**src/rtl/gpr_wb_arbiter_pkg.sv**
```systemverilog
// gpr_wb_pkg: shared constants and the writeback payload type for the GPR writeback arbiter
package gpr_wb_pkg;
    localparam int DEF_NREQ = 3;
    localparam int DEF_XLEN = 32;
    localparam int DEF_AW   = 5;
    localparam int PTR_W    = $clog2(DEF_NREQ);
    typedef struct packed {
        logic [DEF_AW-1:0]   addr;
        logic [DEF_XLEN-1:0] data;
        logic [DEF_XLEN-1:0] pc;
    } wb_req_t;
endpackage

```
**src/rtl/gpr_wb_arbiter_if.sv**
```systemverilog
// gpr_wb_arbiter_if: requester handshake plus regfile/commit bus of the writeback arbiter
// master: requesters and sink (drive req_valid/req_addr/req_data/req_pc/wb_ready)
// slave:  arbiter (drives req_ready, gpr_wen/gpr_waddr/gpr_wdata, commit_valid/commit_pc)
interface gpr_wb_arbiter_if #(
    parameter int NREQ = 3,
    parameter int XLEN = 32,
    parameter int AW   = 5
);
    logic [NREQ-1:0]      req_valid;
    logic [NREQ-1:0]      req_ready;
    logic [NREQ*AW-1:0]   req_addr;
    logic [NREQ*XLEN-1:0] req_data;
    logic [NREQ*XLEN-1:0] req_pc;
    logic                 wb_ready;
    logic                 gpr_wen;
    logic [AW-1:0]        gpr_waddr;
    logic [XLEN-1:0]      gpr_wdata;
    logic                 commit_valid;
    logic [XLEN-1:0]      commit_pc;
    modport master (
        output req_valid, req_addr, req_data, req_pc, wb_ready,
        input  req_ready, gpr_wen, gpr_waddr, gpr_wdata, commit_valid, commit_pc
    );
    modport slave (
        input  req_valid, req_addr, req_data, req_pc, wb_ready,
        output req_ready, gpr_wen, gpr_waddr, gpr_wdata, commit_valid, commit_pc
    );
endinterface

```
**src/rtl/gpr_wb_arbiter_rr_arbiter.sv**
```systemverilog
// rr_arbiter: combinational round-robin pick of the first set req bit at or after ptr (wrapping)
// in: req[N], ptr, en   out: gnt[N] one-hot, gnt_idx, any
module rr_arbiter #(
    parameter int N  = 3,
    parameter int PW = $clog2(N)
) (
    input  logic [N-1:0]  req,
    input  logic [PW-1:0] ptr,
    input  logic          en,
    output logic [N-1:0]  gnt,
    output logic [PW-1:0] gnt_idx,
    output logic          any
);
    logic [PW-1:0] idx;
    // scan farthest-first so the candidate nearest ptr is written last and wins
    always_comb begin
        gnt     = '0;
        gnt_idx = '0;
        any     = 1'b0;
        idx     = '0;
        for (int k = N - 1; k >= 0; k--) begin
            idx = PW'((int'(ptr) + k) % N);
            if (en && req[idx]) begin
                gnt      = '0;
                gnt[idx] = 1'b1;
                gnt_idx  = idx;
                any      = 1'b1;
            end
        end
    end
endmodule

```
**src/rtl/gpr_wb_arbiter.sv**
```systemverilog
// gpr_wb_arbiter: round-robin share of the GPR write port among NREQ writeback requesters
// clk, reset (sync, active-low); bus: gpr_wb_arbiter_if.slave (request handshake, regfile write, commit)
// GPR_WB_COMMIT_CNT_EN: adds commit_cnt[63:0] (retired instructions) and x0_drop_cnt[31:0] (retired x0 writes)
module gpr_wb_arbiter
    import gpr_wb_pkg::*;
#(
    parameter int NREQ = DEF_NREQ,
    parameter int XLEN = DEF_XLEN,
    parameter int AW   = DEF_AW
) (
    input  logic                  clk,
    input  logic                  reset,
    gpr_wb_arbiter_if.slave       bus
`ifdef GPR_WB_COMMIT_CNT_EN
    ,
    output logic [63:0]           commit_cnt,
    output logic [31:0]           x0_drop_cnt
`endif
);
    localparam int PW = $clog2(NREQ);
    logic            out_v_q, out_v_d;
    logic [AW-1:0]   out_addr_q, out_addr_d;
    logic [XLEN-1:0] out_data_q, out_data_d;
    logic [XLEN-1:0] out_pc_q, out_pc_d;
    logic [PW-1:0]   rr_ptr_q, rr_ptr_d;
    logic [PW-1:0]   win;
    logic            hs, drain, accept;
    assign drain  = out_v_q & bus.wb_ready;
    assign accept = ~out_v_q | bus.wb_ready;
    // grants are suppressed while reset is held so nothing is consumed and then discarded
    rr_arbiter #(.N(NREQ), .PW(PW)) u_arb (
        .req    (bus.req_valid),
        .ptr    (rr_ptr_q),
        .en     (accept & reset),
        .gnt    (bus.req_ready),
        .gnt_idx(win),
        .any    (hs)
    );
    always_comb begin
        out_v_d    = hs | (out_v_q & ~bus.wb_ready);
        out_addr_d = hs ? bus.req_addr[int'(win)*AW +: AW] : out_addr_q;
        out_data_d = hs ? bus.req_data[int'(win)*XLEN +: XLEN] : out_data_q;
        out_pc_d   = hs ? bus.req_pc[int'(win)*XLEN +: XLEN] : out_pc_q;
        rr_ptr_d   = hs ? ((int'(win) == NREQ - 1) ? '0 : win + 1'b1) : rr_ptr_q;
    end
    always_ff @(posedge clk) begin
        if (!reset) begin
            out_v_q    <= 1'b0;
            out_addr_q <= '0;
            out_data_q <= '0;
            out_pc_q   <= '0;
            rr_ptr_q   <= '0;
        end else begin
            out_v_q    <= out_v_d;
            out_addr_q <= out_addr_d;
            out_data_q <= out_data_d;
            out_pc_q   <= out_pc_d;
            rr_ptr_q   <= rr_ptr_d;
        end
    end
    // x0 writes retire through commit but never reach the regfile
    assign bus.gpr_wen      = drain & (|out_addr_q);
    assign bus.gpr_waddr    = out_addr_q;
    assign bus.gpr_wdata    = out_data_q;
    assign bus.commit_valid = drain;
    assign bus.commit_pc    = out_pc_q;
`ifdef GPR_WB_COMMIT_CNT_EN
    logic [63:0] commit_cnt_q;
    logic [31:0] x0_drop_cnt_q;
    always_ff @(posedge clk) begin
        if (!reset) begin
            commit_cnt_q  <= '0;
            x0_drop_cnt_q <= '0;
        end else begin
            commit_cnt_q  <= commit_cnt_q + 64'(drain);
            x0_drop_cnt_q <= x0_drop_cnt_q + 32'(drain & ~(|out_addr_q));
        end
    end
    assign commit_cnt  = commit_cnt_q;
    assign x0_drop_cnt = x0_drop_cnt_q;
`endif
endmodule
```
**src/flat_wrapper.sv**
```systemverilog
// flat-port wrapper written by rule: the top's interface ports become plain ports
module gpr_wb_arbiter_flat import gpr_wb_pkg::*;
#(
    parameter int NREQ = DEF_NREQ,
    parameter int XLEN = DEF_XLEN,
    parameter int AW   = DEF_AW
)
  (clk, reset, bus_req_valid, bus_req_addr, bus_req_data, bus_req_pc, bus_wb_ready, bus_req_ready, bus_gpr_wen, bus_gpr_waddr, bus_gpr_wdata, bus_commit_valid, bus_commit_pc);
  gpr_wb_arbiter_if #(.NREQ(NREQ), .XLEN(XLEN), .AW(AW)) bus_i ();
  input  logic clk;
  input  logic reset;
  input wire logic [$bits(bus_i.req_valid)-1:0] bus_req_valid;
  input wire logic [$bits(bus_i.req_addr)-1:0] bus_req_addr;
  input wire logic [$bits(bus_i.req_data)-1:0] bus_req_data;
  input wire logic [$bits(bus_i.req_pc)-1:0] bus_req_pc;
  input wire logic [$bits(bus_i.wb_ready)-1:0] bus_wb_ready;
  output wire logic [$bits(bus_i.req_ready)-1:0] bus_req_ready;
  output wire logic [$bits(bus_i.gpr_wen)-1:0] bus_gpr_wen;
  output wire logic [$bits(bus_i.gpr_waddr)-1:0] bus_gpr_waddr;
  output wire logic [$bits(bus_i.gpr_wdata)-1:0] bus_gpr_wdata;
  output wire logic [$bits(bus_i.commit_valid)-1:0] bus_commit_valid;
  output wire logic [$bits(bus_i.commit_pc)-1:0] bus_commit_pc;
  assign bus_i.req_valid = bus_req_valid;
  assign bus_i.req_addr = bus_req_addr;
  assign bus_i.req_data = bus_req_data;
  assign bus_i.req_pc = bus_req_pc;
  assign bus_i.wb_ready = bus_wb_ready;
  assign bus_req_ready = bus_i.req_ready;
  assign bus_gpr_wen = bus_i.gpr_wen;
  assign bus_gpr_waddr = bus_i.gpr_waddr;
  assign bus_gpr_wdata = bus_i.gpr_wdata;
  assign bus_commit_valid = bus_i.commit_valid;
  assign bus_commit_pc = bus_i.commit_pc;
  gpr_wb_arbiter #(.NREQ(NREQ), .XLEN(XLEN), .AW(AW)) u_core (.clk(clk), .reset(reset), .bus(bus_i));
endmodule
```
**config.mk**
```make
export PLATFORM = sky130hd
export DESIGN_NAME = gpr_wb_arbiter_flat
export DESIGN_NICKNAME = d
export VERILOG_FILES = /design/src/rtl/gpr_wb_arbiter_pkg.sv /design/src/rtl/gpr_wb_arbiter_if.sv /design/src/rtl/gpr_wb_arbiter_rr_arbiter.sv /design/src/rtl/gpr_wb_arbiter.sv /design/src/flat_wrapper.sv
export SDC_FILE = /design/constraint.sdc
export NUM_CORES = 1
export LEC_CHECK = 0
export BUFFER_PORTS_ARGS = -buffer_cell sky130_fd_sc_hd__buf_2
export CORE_AREA = 5 5 108 110
export CTS_CLUSTER_DIAMETER = 60
export DETAILED_ROUTE_END_ITERATION = 8
export DIE_AREA = 0 0 113 115
export GPL_TIMING_DRIVEN = 0
export PLACE_DENSITY_LB_ADDON = 0.05
export SYNTH_ARGS = -nofsm -noshare
export SYNTH_HDL_FRONTEND = slang
export SYNTH_SLANG_ARGS = --single-unit
```
**constraint.sdc**
```tcl
create_clock -name clk -period 3.3 [get_ports clk]
set_input_delay 0 -clock clk [delete_from_list [all_inputs] [get_ports clk]]
set_output_delay 0 -clock clk [all_outputs]
set_load 0.05 [all_outputs]
```
-- Word-level counts from Yosys, hierarchy flattened
Index checks and enable logic that the tools add are counted.
Widths: inputs -> output; s select.
- add/sub/neg operators: 3
- multiply operators: 1
- divide/modulo/power cells: 3
- order comparisons: 6
- eq/ne operators: 1
- shift-type cells: 3
- mux-type cells: 22
- bitwise logic cells: 8
- reduce and logical (&&, ||, !) cells: 7
- operator list (kind ; number):
    $shiftx 96x8->32 ; 2
    $mod 32x3->32 const B ; 2
    $mod 3x3->32 const B ; 1
    $shiftx 15x32->5 ; 1
    $lt 2x3->1 const B ; 3
    $mux 1 ; 9
    $mux 3 ; 3
    $mux 2 ; 4
    $bmux 1 s2 ; 3
    $demux 1 s2 ; 3
    $ge 2x1->1 const B ; 3
    $logic_and 1x1->1 ; 6
    $mul 2x3->5 const B ; 1
    $reduce_or 5->1 ; 1
    $and 1x1->1 ; 4
    $add 2x1->3 const B ; 1
    $add 2x2->3 const B ; 1
    $add 2x1->2 const B ; 1
    $eq 2x2->1 const B ; 1
    $not 1->1 ; 2
    $or 1x1->1 ; 2
- register bits: 72
- input bits: 213
- output and inout bits: 74
- logic and storage cells: 59

-- Logic depth before layout (Yosys ltp)
Gate-level depths: netlist of run 1.
- word-level depth: 10
- gate-level depth with buffers: 11
- mapped depth without buffers: 7

-- Modules after synthesis
Synthesis of run 1 repeated with hierarchy kept, for this count alone.
- cells, all modules: 528
- area, all modules: 4408.0 µm²
- by module, submodules not included (module ; times used ; cells an instance ; area each (µm²) ; seq. area each (µm²)):
    gpr_wb_arbiter ; 1 ; 477 ; 4046.4 ; 1441.4
    rr_arbiter ; 1 ; 51 ; 361.6 ; 0.0

-- Least setup slack after synthesis of run 1
OpenSTA, ideal clock, no wires.
- path type: reg2out
- from: register u_core.rr_ptr_q[1]
- to: output port bus_req_ready[0]
- arrival time: 2.421 ns
- data required time: 3.300 ns
- setup slack: 0.879 ns
- stages on the path, launching flop included: 9
- buffers on the path: 1
- cells stage by stage: dfxtp_1 > inv_1 > ha_1 > buf_6 > and3b_1 > a21oi_4 > nor2b_1 > a31oi_1 > a211oi_1
- cells in the longest elaborated chain, start to end: 9
- elaborated cells on any way between the ends: 32
- classes of those cells: 2 x add/sub; 3 x div; 6 x order compare; 15 x mux; 6 x reduce/logical
- ends and longest elaborated chain (element ; RTL line ; text):
    start: declaration ; gpr_wb_arbiter.sv:25 ; logic [PW-1:0] rr_ptr_q, rr_ptr_d;
    start signal: assignment ; gpr_wb_arbiter.sv:58 ; rr_ptr_q <= rr_ptr_d;
    $add 2x2->3 ; gpr_wb_arbiter_rr_arbiter.sv:22 ; idx = PW'((int'(ptr) + k) % N);
    $mod 32x3->32 ; gpr_wb_arbiter_rr_arbiter.sv:22 ;
    $lt 2x3->1 (implied by the code) / $ge 2x1->1 (equally long branches) ; gpr_wb_arbiter_rr_arbiter.sv:25 ; gnt[idx] = 1'b1;
    $logic_and 1x1->1 (implied by the code) ; gpr_wb_arbiter_rr_arbiter.sv:25 ;
    $mux 1 (implied by the code) ; gpr_wb_arbiter_rr_arbiter.sv:25 ;
    $demux 1 s2 ; gpr_wb_arbiter_rr_arbiter.sv:25 ;
    $mux 3 (2 in a row) ; gpr_wb_arbiter_rr_arbiter.sv:23 ; if (en && req[idx]) begin
    $mux 3 * ; gpr_wb_arbiter_rr_arbiter.sv:23 ;
    end: declaration ; flat_wrapper.sv:17 ; output wire logic [$bits(bus_i.req_ready)-1:0] bus_req_ready;
Every way passes the cells marked *; elsewhere a longest branch is shown, timed or not. The select of a mux whose other input is x is not followed.

-- Worst setup path in the final report of run 1
- from: register u_core.rr_ptr_q[0]
- to: register u_core.out_pc_q[29] (netlist: u_core.bus.commit_pc[29])
- cells in the longest elaborated chain, start to end: 9
- elaborated cells on any way between the ends: 21
- classes of those cells: 2 x add/sub; 3 x div; 1 x shift; 12 x mux; 3 x reduce/logical
- ends and longest elaborated chain (element ; RTL line ; text):
    $add 2x2->3 ; gpr_wb_arbiter_rr_arbiter.sv:22 ;
    $mod 32x3->32 ; gpr_wb_arbiter_rr_arbiter.sv:22 ;
    $bmux 1 s2 ; gpr_wb_arbiter_rr_arbiter.sv:23 ;
    $mux 1 (implied by the code) ; gpr_wb_arbiter_rr_arbiter.sv:23 ;
    $logic_and 1x1->1 ; gpr_wb_arbiter_rr_arbiter.sv:23 ;
    $mux 2 (3 in a row) ; gpr_wb_arbiter_rr_arbiter.sv:23 ;
    $shiftx 96x8->32 ; gpr_wb_arbiter.sv:43 ; out_pc_d = hs ? bus.req_pc[int'(win)*XLEN +: XLEN] : out_pc_q;
    end signal: assignment ; gpr_wb_arbiter.sv:57 ; out_pc_q <= out_pc_d;
    end: declaration ; gpr_wb_arbiter.sv:24 ; logic [XLEN-1:0] out_pc_q, out_pc_d;
Parallel ways exist; a longest one is shown, timed or not. The select of a mux whose other input is x is not followed.
A chain may end at the register's enable or synchronous reset.

==> results.sh, run 1 <==
export IMPL_avgSynthCellArea_um2=11.7
export IMPL_core_area_um2=10600
export IMPL_vias=4708
export IMPL_syn_area_um2=3680
export IMPL_synth_cell_types=42
export IMPL_setup_violations=0
export IMPL_clkPwrFrac_pct=23.5
export IMPL_seq_area_um2=1440
export IMPL_seqPwrFrac_pct=27.9
export IMPL_io_pins=287
export IMPL_first_iter_violations=267
export IMPL_crit_required_ns=3.53
export IMPL_grt_max_degree=13
export IMPL_antenna_left=0
export IMPL_multiInputGateArea_um2=2010
export IMPL_h_tree_depth=3
export IMPL_hold_path_endpoint="u_core.rr_ptr_q[0]"
export IMPL_post_route_period_util_pct=95.8
export IMPL_status="finished, final reports clean"
export IMPL_dieWidth_um=113
export IMPL_cts_buffers=9
export IMPL_max_freq_ghz=0.316
export IMPL_overflow=0
export IMPL_cts_tree="built"
export IMPL_power_density_nw_per_um2=576
export IMPL_grt_pass1_wl_mm=25.4
export IMPL_clock_sinks=72
export IMPL_holdPathStages=4
export IMPL_cp_slowest_stage_delay_ns=0.57
export IMPL_ys_seq_elements=72
export IMPL_fin_util_pct=65.9
export IMPL_arrival_ns=3.39
export IMPL_crit_chain="inv_1, ha_1, buf_2, nand3b_1, o21ai_0, a311oi_2, o211ai_4, buf_2, buf_4, o221a_1, dlygate4sd3_1"
export IMPL_finalWeightedCongestion=0.864
export IMPL_cts_root_buffer="clkbuf_8"
export IMPL_p_leak_nw=3.31
export IMPL_clkLatencyLatePin_ns=0.35
export IMPL_routed_wl_mm=16.5
export IMPL_p_comb_share_pct=48.6
export IMPL_layout_drive_gt1_share_pct=52.6
export IMPL_power_w=0.00402
export IMPL_yosysWarningCount=0
export IMPL_finClkSkew_ns=0.0135
export IMPL_fillers=876
export IMPL_switchingPower_w=0.00158
export IMPL_grt_pass1_vias=5073
export IMPL_synthesis_nets=530
export IMPL_dieArea_um2=13000
export IMPL_drtPass1Iterations=4
export IMPL_slowest_stage="dlygate4sd3_1"
export IMPL_rrSetupSlack_ns=0.14
export IMPL_min_path_type="in -> reg"
export IMPL_maxCapViolCount=0
export IMPL_synth_top_area_share_pct=39.2
export IMPL_seq_area_frac_synth_pct=39.2
export IMPL_fin_nets=968
export IMPL_routedWlPerCell_um=18.4
export IMPL_criticalPathCategory="reg -> reg"
export IMPL_synth_largest_area_cell="dfxtp_1"
export IMPL_dpl_hpwl_mm=11.8
export IMPL_totalNegativeSetupSlack_ns=0
export IMPL_rr_startpoint="u_core.rr_ptr_q[0]"
export IMPL_cpLargestDelayFamily="buffers and inverters"
export IMPL_via_per_inst=5.26
export IMPL_grt_usage_pct=24.4
export IMPL_synth_cells=313
export IMPL_vdd_drop_max_mv=0.299
export IMPL_num_antenna_cells=0
export IMPL_slew_headroom_pct=62.4
export IMPL_p_int_w=0.00244
export IMPL_finalHoldViolCount=0
export IMPL_final_common_cell="buf_2"
export IMPL_mostFrequentLayoutCells="buf_2 (288), dlygate4sd3_1 (139), dfxtp_1 (72)"
export IMPL_crit_buf_inv=5
export IMPL_antenna_found_initial=0
export IMPL_end_kind="flip-flop"
export IMPL_crit_top_cell="buf_2"
export IMPL_tightestPinTransition_ns=0.564
export IMPL_worstSetupStartpointType="flip-flop"
export IMPL_drc=0
export IMPL_ys_top_cells_by_area="dfxtp_1 (39%), o221a_1 (21%), o221a_2 (21%)"
export IMPL_initial_core_util_pct=34.7
export IMPL_dieHeight_um=115
export IMPL_row_count=38
export IMPL_r2r_end="u_core.bus.commit_pc[29]"
export IMPL_area_growth_pct=90.0
export IMPL_numPortBuffers=286
export IMPL_switching_share_pct=39.2
export IMPL_cts_clk_slew_worst_paths_ns=0.08
export IMPL_rr_worst_depth=11
export IMPL_path_max_fanout=10
export IMPL_layout_min_cycle_time_ns=3.16
export IMPL_drv_slew=0
export IMPL_clock_path_buffers=2
export IMPL_holdCritStartpoint="reset"
==> power by group through the flow <==
stage          Clock (W)  Sequential, W  Combinational, W
3_3_place_gp           0        0.00114           0.00164
6_report        0.000944        0.00112           0.00195
2_1_floorplan          0        0.00166          0.000661
4_1_cts         0.000969        0.00112           0.00192
5_1_grt         0.000996        0.00114           0.00207
3_5_place_dp           0        0.00114           0.00165
==> tightest hold or removal path, cell delays in order <==
cell      delay [ns]
buf_2           0.10
nand2_1         0.20
a211oi_1        0.12
nor2_1          0.10
==> logic make-up (layout without fill, tap and decap cells) <==
group                      after synthesis  count (layout)  share of synthesized area (%)
and+or+nand+nor                         26              26                           3.98
buffers and inverters                   46             488                           6.74
muxes                                    3               3                          0.953
AOI/OAI and AO/OA                      162             162                           47.8
DFF                                     72              72                           39.2
adders and majority gates                4               4                           1.36
==> what timing repair did <==
item | in CTS | in global routing
gates resized for setup | 0 | 8
hold buffers | 139 | 0
endpoints found under the setup margin | 0 | 63
buffers inserted | 0 | 2
hold endpoints to repair | 70 | 0
==> layout make-up <==
type	count	share of cell area, %
clock buffer	10	1.97
clock inverter	5	1.85
inverter	5	0.269
timing repair buffer	427	40.6
multi-input combinational	195	28.8
buffer	41	3.35
sequential	72	20.6
tap	140	2.51
==> Yosys cell counts (all sizes together) <==
| master | instances |
|---|---|
| a31oi | 1 |
| dfxtp | 72 |
| or3b | 1 |
| a221o | 1 |
| o221a | 138 |
| and2 | 2 |
| buf | 13 |
| nand2 | 5 |
| nand3b | 2 |
| nand3 | 4 |
| o22ai | 1 |
| and3b | 1 |
| o21a | 3 |
| a31o | 1 |
| nand2b | 2 |
| a21o | 1 |
| a211oi | 2 |
| nor2b | 5 |
| mux2i | 2 |
| o211ai | 1 |
| ha | 4 |
| a21oi | 3 |
| o32ai | 1 |
| a21boi | 2 |
| o21ai | 4 |
| a311oi | 1 |
| nor2 | 3 |
| or4 | 1 |
| clkbuf | 28 |
| inv | 5 |
| o2111ai | 2 |
| mux2 | 1 |
==> routing by layer <==
layer	GRT usage (%)	wire length (um)	part of all wire, %
met2	42.9	8330	50
met1	28.1	6500	39
met3	6.47	1270	7.7
met4	10.4	397	2.4
met5	0	0	0
==> stage by stage <==
| stage | instances | area (um2) | hold slack [ns] | setup slack (ns) |
|---|---|---|---|---|
| floorplan | 313 | 3680 | 0.174 | 0.879 |
| global placement | 739 | 5280 | 0.257 | 0.647 |
| detailed placement | 739 | 5280 | 0.264 | 0.569 |
| CTS | 893 | 6940 | 0.179 | 0.0326 |
| global route | 895 | 6980 | 0.222 | -0.0229 |
| finish | 895 | 6980 | 0.223 | 0.140 |
==> state kept, by name, indices dropped and copies added, names as in the netlist <==
name / cells
u_core.bus.gpr_waddr: 5
u_core.bus.commit_pc: 32
u_core.rr_ptr_q: 2
u_core.out_v_q: 1
u_core.bus.gpr_wdata: 32
==> how the worst max path moves through the flow <==
stage,cells after the start,endpoint,slack (ns),start
3_5_place_dp,10,u_core.bus.gpr_waddr[0],0.57,u_core.rr_ptr_q[0]
2_1_floorplan,8,bus_req_ready[0],0.88,u_core.rr_ptr_q[1]
6_report,11,u_core.bus.commit_pc[29],0.14,u_core.rr_ptr_q[0]
3_3_place_gp,10,u_core.bus.gpr_waddr[0],0.65,u_core.rr_ptr_q[1]
4_1_cts,11,u_core.bus.gpr_waddr[2],0.03,u_core.rr_ptr_q[0]
5_1_grt,11,u_core.bus.commit_pc[29],-0.02,u_core.rr_ptr_q[0]
No activity file was read; power rests on OpenSTA's default activity.
==> inputs of run 2 (changes only) <==
--- a/config.mk
+++ b/config.mk
@@ -6,7 +6,7 @@
 export NUM_CORES = 1
 export LEC_CHECK = 0
 export BUFFER_PORTS_ARGS = -buffer_cell sky130_fd_sc_hd__buf_2
-export CORE_AREA = 5 5 108 110
+export CORE_AREA = 2 2 111 113
 export CTS_CLUSTER_DIAMETER = 60
 export DETAILED_ROUTE_END_ITERATION = 8
 export DIE_AREA = 0 0 113 115
@@ -14,4 +14,5 @@
 export PLACE_DENSITY_LB_ADDON = 0.05
 export SYNTH_ARGS = -nofsm -noshare
 export SYNTH_HDL_FRONTEND = slang
+export SYNTH_HIERARCHICAL = 1
 export SYNTH_SLANG_ARGS = --single-unit
==> run 2 against run 1 <==
The flow now finishes with violations (DRC). Clock-buffer cell count grew 1. Die area is the same. Critical path depth shrank 1. Critical endpoint is now u_core/bus.gpr_wdata[5].
==> results.sh, run 2 <==
export IMPL_setup_violations=0
export IMPL_rrSetupSlack_ns=0.51
export IMPL_first_iter_violations=281
export IMPL_synthesis_nets=745
export IMPL_antenna_found_initial=0
export IMPL_finalHoldViolCount=0
export IMPL_end_kind="flip-flop"
export IMPL_ys_seq_elements=72
export IMPL_clock_path_buffers=2
export IMPL_grt_usage_pct=23.4
export IMPL_mostFrequentLayoutCells="buf_2 (301), mux2i_1 (75), dfxtp_1 (72)"
export IMPL_status="complete, but fails checks"
export IMPL_crit_required_ns=3.55
export IMPL_criticalPathCategory="reg -> reg"
export IMPL_synth_edff_count=0
export IMPL_vdd_drop_max_mv=0.326
export IMPL_synth_cell_types=35
export IMPL_hold_buffers=50
export IMPL_synth_largest_area_cell="dfxtp_1"
export IMPL_yosysMostFrequentCell="mux2i_1"
export IMPL_max_freq_ghz=0.358
export IMPL_fin_ws_ns=0.505
export IMPL_min_path_type="in -> reg"
export IMPL_antenna_left=0
export IMPL_maxCapViolCount=0
export IMPL_dieWidth_um=113
export IMPL_numPortBuffers=283
export IMPL_cts_buffers=9
export IMPL_async_flop_share_pct=0
export IMPL_dpl_hpwl_mm=12.2
export IMPL_ys_top_cells_by_area="dfxtp_1 (33%), mux2i_1 (17%), a31oi_1 (7.2%)"
export IMPL_fillers=1108
export IMPL_violations="DRC"
export IMPL_totalNegativeSetupSlack_ns=0
export IMPL_p_leak_nw=3.22
export IMPL_yosys_top_cells_count="mux2i_1 (75), dfxtp_1 (72), nand2_1 (54)"
export IMPL_cts_root_buffer="clkbuf_16"
export IMPL_arrival_ns=3.04
export IMPL_overflow=0
export IMPL_slew_headroom_pct=62.1
export IMPL_tightestPinTransition_ns=0.568
export IMPL_stdcell_area_um2=6880
export IMPL_avgSynthCellArea_um2=8.35
export IMPL_synth_cells=528
export IMPL_area_growth_pct=56.1
export IMPL_grt_max_degree=13
export IMPL_fin_nets=1089
export IMPL_place_area_um2=6010
export IMPL_cts_setup_buffers=0
export IMPL_initial_core_util_pct=37.3
export IMPL_worstSetupStartpointType="flip-flop"
export IMPL_routed_wl_mm=15.9
export IMPL_holdPathStages=3
export IMPL_seq_area_frac_synth_pct=32.7
export IMPL_drtPass1Iterations=7
export IMPL_core_area_um2=11800
export IMPL_cts_tree="built"
export IMPL_cts_clk_slew_worst_paths_ns=0.06
export IMPL_drv_slew=0
export IMPL_final_common_cell="buf_2"
export IMPL_r2r_end="u_core/bus.gpr_wdata[5]"
export IMPL_grt_pass1_vias=5082
export IMPL_rsz0062_at_grt="false"
export IMPL_holdCritStartpoint="bus_req_pc[76]"
export IMPL_finalWeightedCongestion=0.815
export IMPL_power_density_nw_per_um2=498
export IMPL_pre_cts_slack_ns=0.265
export IMPL_row_count=40
export IMPL_rr_startpoint="u_core/rr_ptr_q[0]"
export IMPL_syn_area_um2=4410
export IMPL_dieArea_um2=13000
export IMPL_synth_top_area_share_pct=32.7
export IMPL_layout_drive_gt1_share_pct=38.4
export IMPL_clkLatencyLatePin_ns=0.33
export IMPL_post_cts_resized=0
export IMPL_io_pins=287
export IMPL_yosysWarningCount=6
export IMPL_num_antenna_cells=0
export IMPL_finClkSkew_ns=0.00986
export IMPL_rr_worst_depth=10
export IMPL_post_route_period_util_pct=84.7
export IMPL_path_max_fanout=10
export IMPL_via_per_inst=4.97
export IMPL_grt_pass1_wl_mm=24.5
export IMPL_h_tree_depth=3
export IMPL_vias=5088
export IMPL_layout_min_cycle_time_ns=2.79
export IMPL_routedWlPerCell_um=15.5
export IMPL_synth_ff_type="dfxtp_1"
export IMPL_dieHeight_um=115
export IMPL_drc=15
export IMPL_clock_sinks=72
export IMPL_hold_path_endpoint="u_core/bus.commit_pc[12]"
run 2: cell types whose count changed after synthesis, sizes merged, moves of 21 or more:
cell / change
a31oi: +50
or2: +50
nand2: +49
nor2b: +21
o221a: -138
o21ai: +49
mux2i: +73
run 2: worst max-delay path by stage:
stage                  startpoint                  endpoint  slack, ns
2_1_floorplan  u_core/rr_ptr_q[0]  u_core/bus.gpr_wdata[10]       0.98
3_3_place_gp                reset   u_core/bus.gpr_wdata[8]       0.33
3_5_place_dp                reset   u_core/bus.gpr_wdata[8]       0.26
4_1_cts        u_core/rr_ptr_q[0]   u_core/bus.gpr_wdata[5]       0.49
5_1_grt        u_core/rr_ptr_q[0]   u_core/bus.gpr_wdata[5]       0.27
6_report       u_core/rr_ptr_q[0]   u_core/bus.gpr_wdata[5]       0.51
run 2: logic make-up (layout without fill, tap and decap cells):
kind of cell	count (synthesis)	in the layout	synth area share [%]
compound gates	140	140	19.9
fa+ha+maj	4	4	1.14
buf+inv	54	403	7.32
flops	72	72	32.7
mux	75	75	17.0
simple gates	183	183	21.9
run 2: metrics by stage:
stage	cells	hold slack [ns]	utilization, %	power [W]
finish	1024	0.0232	58.2	0.00343
global route	1024	0.0312	58.2	0.00359
CTS	1024	0.0183	58.2	0.00345
detailed placement	958	0.267	50.9	0.00220
global placement	958	0.263	50.9	0.00218
floorplan	528	0.155	-	0.00183
run 2: final cells by class:
cell class | count | area, um2 | share of cell area [%]
Buffer | 51 | 312 | 4.53
Clock inverter | 5 | 128 | 1.86
Sequential cell | 72 | 1440 | 21.0
Multi-Input combinational cell | 402 | 2640 | 38.4
Tap cell | 147 | 184 | 2.67
Inverter | 3 | 11.3 | 0.164
Timing Repair Buffer | 333 | 1920 | 27.9
Clock buffer | 11 | 243 | 3.53
run 2: worst max-delay path: stages, from the launching register on:
cell and delay (ns):
dfxtp_1 0.38, inv_1 0.08, ha_1 0.35, buf_2 0.21, mux2i_1 0.13, o22ai_1 0.15, o31a_1 0.40, buf_4 0.25
clkbuf_1 0.39, o21ai_0 0.18, a31oi_1 0.19
run 2: metal layers:
metal  track usage, %  vias up  wire, um
met2             44.4      182      8240
met1             26.5     2324      6270
met5                0        -         0
met3             5.48       20      1140
met4             5.69        0       225
li1                 -     2562         -
run 2: power by group:
part           internal, W  switching [W]  total (W)
Clock             0.000836       0.000369    0.00121
Combinational     0.000431       0.000767    0.00120
Sequential        0.000974      0.0000520    0.00103
